$ cat src/rtl/fetch_pkg.sv
// ---------------------------------------------------------------------------
// fetch_pkg
// Shared definitions for the instruction-fetch stage:
//   - default address/instruction widths and reset PC
//   - fetch FSM state encoding (exported on the fetch_unit debug port)
//   - next-PC select encoding used between fetch_unit and fetch_pc
//   - ISA opcode constants (instr[15:12]) so neighbouring stages agree
// ---------------------------------------------------------------------------
package fetch_pkg;

  localparam int          ADDR_W_DEF   = 16;
  localparam int          INSTR_W_DEF  = 16;
  localparam logic [15:0] RESET_PC_DEF = 16'h0000;

  typedef enum logic {
    ST_RUN    = 1'b0,
    ST_HALTED = 1'b1
  } fetch_state_e;

  typedef enum logic [1:0] {
    PC_HOLD   = 2'b00,
    PC_INC    = 2'b01,
    PC_TARGET = 2'b10
  } pc_sel_e;

  localparam logic [3:0] OP_AND = 4'b0000;
  localparam logic [3:0] OP_OR  = 4'b0001;
  localparam logic [3:0] OP_ADD = 4'b0010;
  localparam logic [3:0] OP_SUB = 4'b0110;
  localparam logic [3:0] OP_SLT = 4'b0111;
  localparam logic [3:0] OP_LW  = 4'b1000;
  localparam logic [3:0] OP_SW  = 4'b1010;
  localparam logic [3:0] OP_BNE = 4'b1110;

endpackage

$ cat src/rtl/fetch_pc.sv
// ---------------------------------------------------------------------------
// fetch_pc
// Program counter register with its next-PC mux (hold / +1 / target).
// Ports:
//   clk, rst_n  clock, asynchronous active-low reset (pc <= RESET_PC)
//   sel         next-PC select (PC_HOLD, PC_INC, PC_TARGET)
//   target      redirect target, used when sel == PC_TARGET
//   pc          current program counter
//   pc_inc      pc + 1, wrapping mod 2^ADDR_W
// ---------------------------------------------------------------------------
module fetch_pc
  import fetch_pkg::*;
#(
  parameter int                ADDR_W   = ADDR_W_DEF,
  parameter logic [ADDR_W-1:0] RESET_PC = RESET_PC_DEF[ADDR_W-1:0]
) (
  input  logic              clk,
  input  logic              rst_n,
  input  pc_sel_e           sel,
  input  logic [ADDR_W-1:0] target,
  output logic [ADDR_W-1:0] pc,
  output logic [ADDR_W-1:0] pc_inc
);

  logic [ADDR_W-1:0] pc_next;

  // Plain unsigned add: 'hFFFF + 1 drops the carry and wraps to 0.
  assign pc_inc = pc + {{(ADDR_W-1){1'b0}}, 1'b1};

  always_comb begin
    pc_next = pc;
    case (sel)
      PC_INC:    pc_next = pc_inc;
      PC_TARGET: pc_next = target;
      default:   pc_next = pc;
    endcase
  end

  always_ff @(posedge clk or negedge rst_n) begin
    if (!rst_n) begin
      pc <= RESET_PC;
    end else begin
      pc <= pc_next;
    end
  end

endmodule

$ cat src/rtl/fetch_unit.sv
// ---------------------------------------------------------------------------
// fetch_unit
// Instruction-fetch stage in front of instruct_mem. Owns the PC, presents it
// as imem_addr, captures the combinational imem_instr into the IF/ID register
// and hands it to decode. Supports back-pressure, branch redirect with flush
// and a sticky halt; counts instructions delivered to decode.
// Ports:
//   clk, rst_n       clock, asynchronous active-low reset
//   imem_addr        word address to instruct_mem (equals pc)
//   imem_instr       instruction returned by instruct_mem in the same cycle
//   redirect_valid   branch/jump taken: load redirect_target, flush IF/ID
//   redirect_target  new PC
//   halt             stop fetching; sticky until redirect or reset
//   if_valid         IF/ID holds a valid instruction
//   if_instr         fetched instruction
//   if_pc            address it was fetched from
//   if_pc_next       if_pc + 1 (wrapping)
//   id_ready         decode accepts if_* this cycle
//   fetch_cnt        count of completed IF->ID transfers (wraps)
//   fsm_state        current fetch FSM state (debug visibility)
//
// Handshake: a transfer completes on a rising edge where if_valid && id_ready.
// While if_valid && !id_ready every if_* output is held stable; the only
// exception is a redirect, which flushes the register regardless.
// ---------------------------------------------------------------------------
module fetch_unit
  import fetch_pkg::*;
#(
  parameter int                ADDR_W   = ADDR_W_DEF,
  parameter int                INSTR_W  = INSTR_W_DEF,
  parameter logic [ADDR_W-1:0] RESET_PC = RESET_PC_DEF[ADDR_W-1:0]
) (
  input  logic               clk,
  input  logic               rst_n,
  output logic [ADDR_W-1:0]  imem_addr,
  input  logic [INSTR_W-1:0] imem_instr,
  input  logic               redirect_valid,
  input  logic [ADDR_W-1:0]  redirect_target,
  input  logic               halt,
  output logic               if_valid,
  output logic [INSTR_W-1:0] if_instr,
  output logic [ADDR_W-1:0]  if_pc,
  output logic [ADDR_W-1:0]  if_pc_next,
  input  logic               id_ready,
  output logic [15:0]        fetch_cnt,
  output fetch_state_e       fsm_state
);

  fetch_state_e      state, state_next;
  pc_sel_e           pc_sel;
  logic [ADDR_W-1:0] pc;
  logic [ADDR_W-1:0] pc_inc;
  logic              load;
  logic              capture;
  logic              valid_next;

  fetch_pc #(
    .ADDR_W   (ADDR_W),
    .RESET_PC (RESET_PC)
  ) u_pc (
    .clk    (clk),
    .rst_n  (rst_n),
    .sel    (pc_sel),
    .target (redirect_target),
    .pc     (pc),
    .pc_inc (pc_inc)
  );

  assign imem_addr = pc;
  assign fsm_state = state;

  // A new instruction can enter IF/ID when fetching and the slot is empty
  // or being drained this cycle; a redirect always wins over the load.
  assign load = (state == ST_RUN) && (!if_valid || id_ready) && !redirect_valid;

  // Next-state / control. Priority: redirect, halt (RUN only), load, hold.
  always_comb begin
    state_next = state;
    pc_sel     = PC_HOLD;
    capture    = 1'b0;
    valid_next = if_valid;
    if (redirect_valid) begin
      // Flush: whatever sits in IF/ID is dropped (or was just accepted).
      pc_sel     = PC_TARGET;
      valid_next = 1'b0;
      state_next = ST_RUN;
    end else if ((state == ST_RUN) && halt) begin
      state_next = ST_HALTED;
      if (id_ready) begin
        valid_next = 1'b0;
      end
    end else if (load) begin
      capture    = 1'b1;
      valid_next = 1'b1;
      pc_sel     = PC_INC;
    end else if ((state == ST_HALTED) && id_ready) begin
      // Halted: the last held instruction still drains to decode.
      valid_next = 1'b0;
    end
  end

  always_ff @(posedge clk or negedge rst_n) begin
    if (!rst_n) begin
      state <= ST_RUN;
    end else begin
      state <= state_next;
    end
  end

  always_ff @(posedge clk or negedge rst_n) begin
    if (!rst_n) begin
      if_valid   <= 1'b0;
      if_instr   <= '0;
      if_pc      <= '0;
      if_pc_next <= '0;
    end else begin
      if_valid <= valid_next;
      if (capture) begin
        if_instr   <= imem_instr;
        if_pc      <= pc;
        if_pc_next <= pc_inc;
      end
    end
  end

  // Counts completed transfers, including the one retired on a flush edge.
  always_ff @(posedge clk or negedge rst_n) begin
    if (!rst_n) begin
      fetch_cnt <= 16'd0;
    end else if (if_valid && id_ready) begin
      fetch_cnt <= fetch_cnt + 16'd1;
    end
  end

endmodule
$ cat config.mk
export PLATFORM = sky130hd
export DESIGN_NAME = fetch_unit
export DESIGN_NICKNAME = d
export VERILOG_FILES = /design/src/rtl/fetch_pkg.sv /design/src/rtl/fetch_pc.sv /design/src/rtl/fetch_unit.sv
export SDC_FILE = /design/constraint.sdc
export NUM_CORES = 1
export LEC_CHECK = 0
export CAP_MARGIN = 20
export CORE_MARGIN = 2
export CORE_UTILIZATION = 25
export DETAILED_ROUTE_END_ITERATION = 12
export GPL_TIMING_DRIVEN = 0
export PLACE_DENSITY_LB_ADDON = 0.05
export SYNTH_ARGS = -nofsm -noshare
export SYNTH_HDL_FRONTEND = slang
export SYNTH_SLANG_ARGS = --single-unit
$ cat constraint.sdc
create_clock -name clk -period 2.67 [get_ports clk]
set_input_delay 0.267 -clock clk [delete_from_list [all_inputs] [get_ports clk]]
set_output_delay 0.267 -clock clk [all_outputs]
set_load 0.01 [all_outputs]
# == Word level (Yosys, flattened, before mapping) ==
# Cells that the tools add are included.
# word_totals
ff_bits,82
inputBits,37
out_inout_bits,82
elab_cells,39
# classes
addsub,2
n_eq_ne,3
mux,14
n_bitwise,1
reduce_logical,12
# ops
op,count
16-bit by 1-bit adder with 16-bit output (second input constant),2
16-bit one-hot mux with 2 select lines,1
1-bit 2-to-1 mux,12
1-bit logical AND,5
2-bit nonzero test,2
4-bit nonzero test,1
3-bit != test (second input constant),1
2-bit by 1-bit equality test with 1-bit output (second input constant),1
2-bit equality test (second input constant),1
1-bit logical NOT,2
2-bit 2-to-1 mux,1
2-bit AND reduction,1
1-bit logical OR,1
1-bit NOT,1

# == Longest topological paths before layout ==
# Gate-level depths: netlist of the first run.
# depth
ltp_word,9
ltp_mapped,6
depth_no_buf,5

# == By module ==
# From an unflattened synthesis of the first run, not the netlist that was laid out.
# hier_totals
cells_unflattened,309
hier_area_um2,3763.6
# modules_own_cells
mod,instances,cells_each,area_per_inst_um2,seq_area_each_um2
fetch_unit,1,168,2573.7,1651.6
fetch_pc,1,141,1189.9,400.4

# == Least setup slack after synthesis of the first run ==
# OpenSTA, ideal clock, no wires.
# synth_timing
kind,flip-flop to flip-flop
from,register u_pc.pc[0]
to,register u_pc.pc[12]
setup_time_ps,82
arrival_time_ps,1853
required_ps,2588
path_slack_ps,735
stages_incl_launch_ff,6
path_buffers,0
synth_period_minus_slack_ps,1935
path_cell_list,dfrtp_1 ha_1 nand2_1 or3_1 or4_1 a31oi_1
# synth_via
elab_chain_len,2
# synth_rtl
item,line,source
"start, declared",fetch_pc.sv:21,"output logic [ADDR_W-1:0] pc,"
"start signal, assigned",fetch_pc.sv:43,pc <= pc_next;
16-bit by 1-bit adder with 16-bit output,fetch_pc.sv:28,"assign pc_inc = pc + {{(ADDR_W-1){1'b0}}, 1'b1};"
16-bit one-hot mux with 2 select lines,fetch_pc.sv:32,case (sel)
# No other way between the ends.
# A chain may end at the register's enable or synchronous reset.

# == Final worst setup path of the first run ==
# Ends and elaborated chain as after synthesis.

==> impl_summary.log, run 1 <==
INFO  metric cp_cell_sequence = ha_1, nand2_1, or3_1, or4_1, a31oi_1
INFO  metric rsz_0062_raised_after_global_routing = no
INFO  metric fin_crit = 2193 ps
INFO  metric grt.met3_usage = 0.04036
INFO  metric status = complete, no violations
INFO  metric drive_above_1_share = 0.06616
INFO  metric clock_tree.buffer_depth = 2
INFO  metric setup.worst_path.start_class = flip-flop
INFO  metric kind_of_end_point_of_the_critical_path = flip-flop
INFO  metric num_antenna_cells = 0
INFO  metric cts.sink_count = 82
INFO  metric cellPowerDensity = 705.8 mW/mm^2
INFO  metric fin_cells = 713
INFO  metric tritoncts_clock_tree = done
INFO  metric dp.cells = 697
INFO  metric hold_ws = 456.2 ps
INFO  metric route.detailed.drc = 0
INFO  metric crit_type = flip-flop to flip-flop
INFO  metric grt-busiest-layer = met2
INFO  metric mappedNetlistArea = 0.003721 sq mm
INFO  metric detail_route.vias_per_cell = 4.491
INFO  metric design_area = 0.005473 sq mm
INFO  metric synth.distinct_cells = 39
INFO  metric report.final.hold_viol_count = 0
INFO  metric crit_arrival = 2450 ps
INFO  metric dr_total_vias = 3202
INFO  metric layout_common_cells = nand2_1, clkdlybuf4s50_1, dfrtp_1
INFO  metric placementRows = 44
INFO  metric post_cts_resized = 0
INFO  metric cts_inserted_buffers = 9
INFO  metric leakage = 2.327 nW
INFO  metric worst_setup_hold_path_clk_slew = 60 ps
INFO  metric fp.dieW = 126 microns
INFO  metric leading_cell_type_in_the_layout_fill_and_taps_excluded = nand2_1
INFO  metric avgRoutedWirePerCell = 15.30 microns
INFO  metric maxCapViolations = 0
INFO  metric synth-seq-cells = 82
INFO  metric remaining_antenna_violation_count = 0
INFO  metric post-cts-setup-buffers = 0
INFO  metric detail_route.iter0.violations = 105
INFO  metric syn_area_per_cell = 9.444 sq um
INFO  metric overflow = 0
INFO  metric synth.yosys.warnings = 0
INFO  metric slew_headroom = 0.5877
INFO  metric post_syn_instances = 394
INFO  metric clock_tree.root_cell = clkbuf_16
INFO  metric cp_required = 2930 ps
INFO  metric io_pins = 119
INFO  metric synth.net_count = 433
INFO  metric nNetsFinal = 564
INFO  metric multiInputGateArea = 0.001544 sq mm
INFO  metric filler_cell_count = 1526
INFO  metric maxClockFrequency = 0.4559 GHz
INFO  metric insertion_delay = 340 ps
INFO  metric worstHoldPathType = input pin to flip-flop
INFO  metric regArea = 0.002052 sq mm
INFO  metric core_region_area = 0.01453 sq mm
INFO  metric use_met2 = 0.2087
INFO  metric met1_track_demand_over_resource_in_global_routing = 0.2009
INFO  metric cell_type_of_the_slowest_stage_on_the_worst_timing_path = dfrtp_1
INFO  metric grt_antenna_before_repair = 0
INFO  metric max_rail_drop_vdd = 0.2678 mV
INFO  metric syn2layout_area_growth = 47.07%
INFO  metric track_usage = 0.1423
INFO  metric final.setup_skew = 4.852 ps
INFO  metric port_buffers = 118
INFO  metric timing.critical_path.slowest_cell_delay = 530 ps
INFO  metric initial_core_util = 0.2560
INFO  metric dpl.hpwl = 8.053 mm
INFO  metric grt_start_max_net_pins = 43
INFO  metric report.final.slew_viol_count = 0
INFO  metric first_pass_iters = 4
INFO  metric seq_area_frac_synth = 0.5514
INFO  metric first_pass_grt_wire_length = 17.75 mm
INFO  metric timing.critical_path.fanout_max = 6
INFO  metric drt_wl_total = 10.91 mm
INFO  metric number_of_h_tree_levels = 3
INFO  metric postPlaceCellArea = 0.005157 sq mm
INFO  metric finalCritPeriodShare = 0.8215
INFO  metric worstMarginPinSlew = 615.1 ps
INFO  metric setup-violations-final = 0
INFO  metric first_global_vias = 3249
INFO  metric layout.core_utilization = 0.3766
INFO  metric die_area = 0.01588 sq mm
INFO  metric die_h = 126 microns
INFO  metric gp_routability_congestion = 0.7045
-- flip-flops by register name (all words and copies together) (netlist names) --
name	flops
if_instr	16
if_pc_next	16
fetch_cnt	16
fsm_state	1
if_pc	16
if_valid	1
u_pc.pc	16
-- report_power, final --
group          internal (mW)  leakage, nW  switching (mW)  total (mW)
Sequential              1.45         1.02           0.161        1.61
Clock                  0.795        0.152           0.482        1.28
Combinational          0.538         1.15           0.440       0.979
-- cells in the mapped netlist (all sizes together) --
| cell | count | area (sq um) |
|---|---|---|
| a211o | 1 | 8.760 |
| a21oi | 2 | 10.01 |
| a221o | 1 | 10.01 |
| a31oi | 7 | 43.79 |
| and2 | 1 | 6.260 |
| and3 | 2 | 12.51 |
| and4 | 3 | 26.28 |
| buf | 10 | 57.55 |
| clkbuf | 15 | 56.30 |
| dfrtp | 82 | 2052 |
| ha | 2 | 25.02 |
| inv | 3 | 11.26 |
| mux2 | 1 | 11.26 |
| mux2i | 2 | 20.02 |
| nand2 | 131 | 491.7 |
| nand2b | 1 | 6.260 |
| nand3 | 12 | 90.08 |
| nand3b | 2 | 15.01 |
| nand4 | 9 | 56.30 |
| nor2 | 13 | 48.80 |
| nor2b | 2 | 12.51 |
| nor3 | 7 | 40.04 |
| nor4 | 6 | 37.54 |
| o21ai | 25 | 125.1 |
| o31ai | 6 | 45.04 |
| o41ai | 1 | 8.760 |
| or2 | 3 | 18.77 |
| or3 | 4 | 31.28 |
| or4 | 6 | 45.04 |
| xnor2 | 27 | 236.5 |
| xor2 | 7 | 61.31 |
-- layout make-up --
class / instances / share of cell area
buffer: 25 / 0.02080
clock buffer: 13 / 0.04938
clock inverter: 2 / 0.006401
inverter: 3 / 0.002058
multi-input combinational: 284 / 0.2821
sequential: 82 / 0.3749
tap: 184 / 0.04207
timing repair buffer: 120 / 0.2222
-- kinds of logic after synthesis --
group,Yosys count,share of synthesized area
AO/OA/AOI/OAI,43,0.06759
XOR/XNOR,34,0.08003
adder cells (fa/ha/maj),2,0.006724
buffers and inverters,28,0.03362
flip-flops,82,0.5514
multiplexers,3,0.008406
AND/OR/NAND/NOR,202,0.2522
-- stage by stage --
stage	worst slack [ps]	power [mW]	setup TNS, ps
2_1_floorplan	734.9	1.999	0
3_3_place_gp	-1985	2.612	-162340
3_5_place_dp	149.4	2.624	0
4_1_cts	426.1	3.940	0
5_1_grt	303.9	4.117	0
6_report	476.6	3.863	0
-- per-layer routing --
metal	routed length, microns	vias to the layer above
met5	0	-
met3	688	9
met1	5281	1528
li1	-	1582
met4	146	0
met2	4794	83
-- path summary, 6_finish.rpt --
kind	from	end	slack (ps)	cells past startpoint
min	imem_instr[15]	if_instr[15]	460	3
max	u_pc.pc[0]	u_pc.pc[12]	480	5
min in group asynchronous	rst_n	if_pc_next[2]	470	2
max in group asynchronous	rst_n	if_instr[6]	1580	3
max reg2reg	u_pc.pc[0]	u_pc.pc[12]	480	5
min reg2reg	fetch_cnt[15]	fetch_cnt[15]	470	1
-- timing repair --
action / 4_1_cts / 5_1_grt
endpoints found under the hold margin: 40 / 0
endpoints found under the setup margin: 0 / 0
hold buffers: 1 / 0
-- critical path, delay by kind of cell (launching register included) --
family / cells / cell delay, ps
AND/OR/NAND/NOR: 3 / 1060
AO/OA/AOI/OAI: 1 / 170
adder cells (fa/ha/maj): 1 / 350
flip-flops: 1 / 530
(Power assumes the default switching activity.)
==> run 2, diff against run 1 <==
- clock period: 2.67 -> 1.9 ns (I/O delays scaled with it)
==> run 2 against run 1 <==
Compared with the run above:
- clock skew is 3.3 ps higher
- critical endpoint is now u_pc.pc[11]
- sequential power is 40% higher
- global-route usage is 0.27 points higher
- largest power group unchanged
==> impl_summary.log, run 2 (synthesized netlist as in run 1, its figures left out) <==
INFO  metric syn2layout_area_growth = 58.41% (was 47.07%)
INFO  metric insertion_delay = 340 ps (about the same)
INFO  metric worstMarginPinSlew = 493.8 ps (was 615.1 ps)
INFO  metric cts.sink_count = 82 (unchanged)
INFO  metric timing.critical_path.slowest_cell_delay = 450 ps (was 530 ps)
INFO  metric grt_antenna_before_repair = 0 (unchanged)
INFO  metric detail_route.vias_per_cell = 4.427 (was 4.491)
INFO  metric fp.dieW = 126 microns (unchanged)
INFO  metric worstHoldPathType = input pin to asynchronous set/reset pin (was input pin to flip-flop)
INFO  metric cp_required = 2160 ps (was 2930 ps)
INFO  metric track_usage = 0.1449 (was 0.1423)
INFO  metric dpl.hpwl = 8.042 mm (was 8.053 mm)
INFO  metric setup-violations-final = 0 (unchanged)
INFO  metric cellPowerDensity = 1019 mW/mm^2 (was 705.8 mW/mm^2)
INFO  metric critical-path-top-cell-by-count = buf_6
INFO  metric cell_type_of_the_slowest_stage_on_the_worst_timing_path = or4_1 (was dfrtp_1)
INFO  metric slew_headroom = 0.6708 (was 0.5877)
INFO  metric report.power.total = 6.007 mW (was 3.863 mW)
INFO  metric num_antenna_cells = 0 (unchanged)
INFO  metric avgRoutedWirePerCell = 15.32 microns (was 15.30 microns)
INFO  metric leakage = 2.557 nW (was 2.327 nW)
INFO  metric design_area = 0.005894 sq mm (was 0.005473 sq mm)
INFO  metric finalCritPeriodShare = 0.9671 (was 0.8215)
INFO  metric hold_ws = 361.7 ps (was 456.2 ps)
INFO  metric nNetsFinal = 595 (was 564)
INFO  metric cts_inserted_buffers = 9 (unchanged)
INFO  metric dr_total_vias = 3298 (was 3202)
INFO  metric maxCapViolations = 0 (unchanged)
INFO  metric postPlaceCellArea = 0.005161 sq mm (was 0.005157 sq mm)
INFO  metric gp_routability_congestion = 0.7342 (was 0.7045)
INFO  metric clock_tree.root_cell = clkbuf_16 (unchanged)
INFO  metric route.detailed.drc = 0 (unchanged)
INFO  metric first_global_vias = 3311 (was 3249)
INFO  metric first_pass_iters = 4 (unchanged)
INFO  metric worst_setup_hold_path_clk_slew = 60 ps (about the same)
INFO  metric detail_route.iter0.violations = 96 (was 105)
INFO  metric initial_core_util = 0.2560 (unchanged)
INFO  metric leading_cell_type_in_the_layout_fill_and_taps_excluded = nand2_1 (unchanged)
INFO  metric cp_cell_sequence = buf_6, nand3_4, or3_4, buf_6, or4_1, a31oi_1 (was ha_1, nand2_1, or3_1, or4_1, a31oi_1)
INFO  metric drt_wl_total = 11.41 mm (was 10.91 mm)
INFO  metric port_buffers = 118 (unchanged)
INFO  metric die_area = 0.01588 sq mm (unchanged)
INFO  metric maxClockFrequency = 0.5442 GHz (was 0.4559 GHz)
INFO  metric timing.critical_path.fanout_max = 7 (was 6)
INFO  metric core_region_area = 0.01453 sq mm (unchanged)
INFO  metric io_pins = 119 (unchanged)
INFO  metric crit_type = flip-flop to flip-flop (unchanged)
INFO  metric crit_arrival = 2100 ps (was 2450 ps)
INFO  metric remaining_antenna_violation_count = 0 (unchanged)
INFO  metric max_rail_drop_vdd = 0.4785 mV (was 0.2678 mV)
INFO  metric layout_common_cells = nand2_1, clkdlybuf4s50_1, dfrtp_1 (unchanged)
INFO  metric final.setup_skew = 8.125 ps (was 4.852 ps)
INFO  metric drive_above_1_share = 0.1497 (was 0.06616)
INFO  metric first_pass_grt_wire_length = 18.09 mm (was 17.75 mm)
INFO  metric overflow = 0 (unchanged)
INFO  metric setup.worst_path.start_class = flip-flop (unchanged)
INFO  metric number_of_h_tree_levels = 3 (unchanged)
INFO  metric kind_of_end_point_of_the_critical_path = flip-flop (unchanged)
INFO  metric placementRows = 44 (unchanged)
INFO  metric fin_crit = 1838 ps (was 2193 ps)
INFO  metric rsz_0062_raised_after_global_routing = yes (was no)
INFO  metric report.final.hold_viol_count = 0 (unchanged)
INFO  metric tritoncts_clock_tree = done (unchanged)
INFO  metric clock_tree.buffer_depth = 2 (unchanged)
INFO  metric status = complete, no violations (unchanged)
INFO  metric grt_start_max_net_pins = 49 (was 43)
INFO  metric die_h = 126 microns (unchanged)
INFO  metric report.final.slew_viol_count = 0 (unchanged)
==> run 2: cell types whose count changed in the layout (fill, tap and decap cells not counted), sizes merged <==
cell    change
buf        +33
bufinv      +3
clkbuf      -3
clkinv      -1
==> run 2: layout make-up <==
cell class              instances  area (sq um)
multi-input cells             284          1599
repair buffers                151          1446
fillers                      1506          8640
inverters                       3         11.26
clock inverters                 4         120.1
plain buffers                  25         166.4
well taps                     184         230.2
clock buffers                  12         266.5
flip-flops and latches         82          2054
==> run 2: layer usage <==
metal  global-route usage  part of all wire  up-vias
li1                     -                 -     1638
met1               0.2003              0.48     1566
met2               0.2147              0.45       79
met3              0.03993             0.050       15
met4              0.05947             0.021        0
met5                    0                 0        -
==> run 2: worst paths after layout <==
| kind | slack [ps] | from | cells past startpoint | to |
|---|---|---|---|---|
| min reg2reg | 470 | fetch_cnt[15] | 1 | fetch_cnt[15] |
| max in group asynchronous | 920 | rst_n | 3 | if_instr[5] |
| max reg2reg | 60 | u_pc.pc[5] | 6 | u_pc.pc[11] |
| min | 360 | rst_n | 2 | if_pc_next[4] |
| max | 60 | u_pc.pc[5] | 6 | u_pc.pc[11] |
| min in group clk | 370 | imem_instr[8] | 3 | if_instr[8] |
==> run 2: what timing repair did <==
item,4_1_cts,5_1_grt
pin swaps,1,4
gates cloned,0,1
setup endpoints to repair,36,39
endpoints found under the hold margin,34,0
hold buffers,1,0
gates resized for setup,21,17
setup buffers,8,22
==> run 2: where the power goes <==
group | total [mW] | internal [mW] | leakage, nW | switching, mW
registers | 2.26 | 2.03 | 1.02 | 0.221
clock network | 2.25 | 1.53 | 0.189 | 0.722
logic | 1.50 | 0.852 | 1.35 | 0.651
==> run 2: metrics by stage <==
stage	std cells	utilization	setup WS, ps	TNS (ps)
2_1_floorplan	394	-	19.15	0
3_3_place_gp	696	0.3534	-3041	-240060
3_5_place_dp	697	0.3551	-500.0	-18860
4_1_cts	722	0.3911	1.740	0
5_1_grt	745	0.4056	-15.19	-63.69
6_report	745	0.4056	62.45	0
==> run 2: critical path: cells and delay by family (launching register included) <==
family | cells | cell delay (ps)
flip-flops | 1 | 370
buffers and inverters | 2 | 290
AND/OR/NAND/NOR | 3 | 920
AO/OA/AOI/OAI | 1 | 180
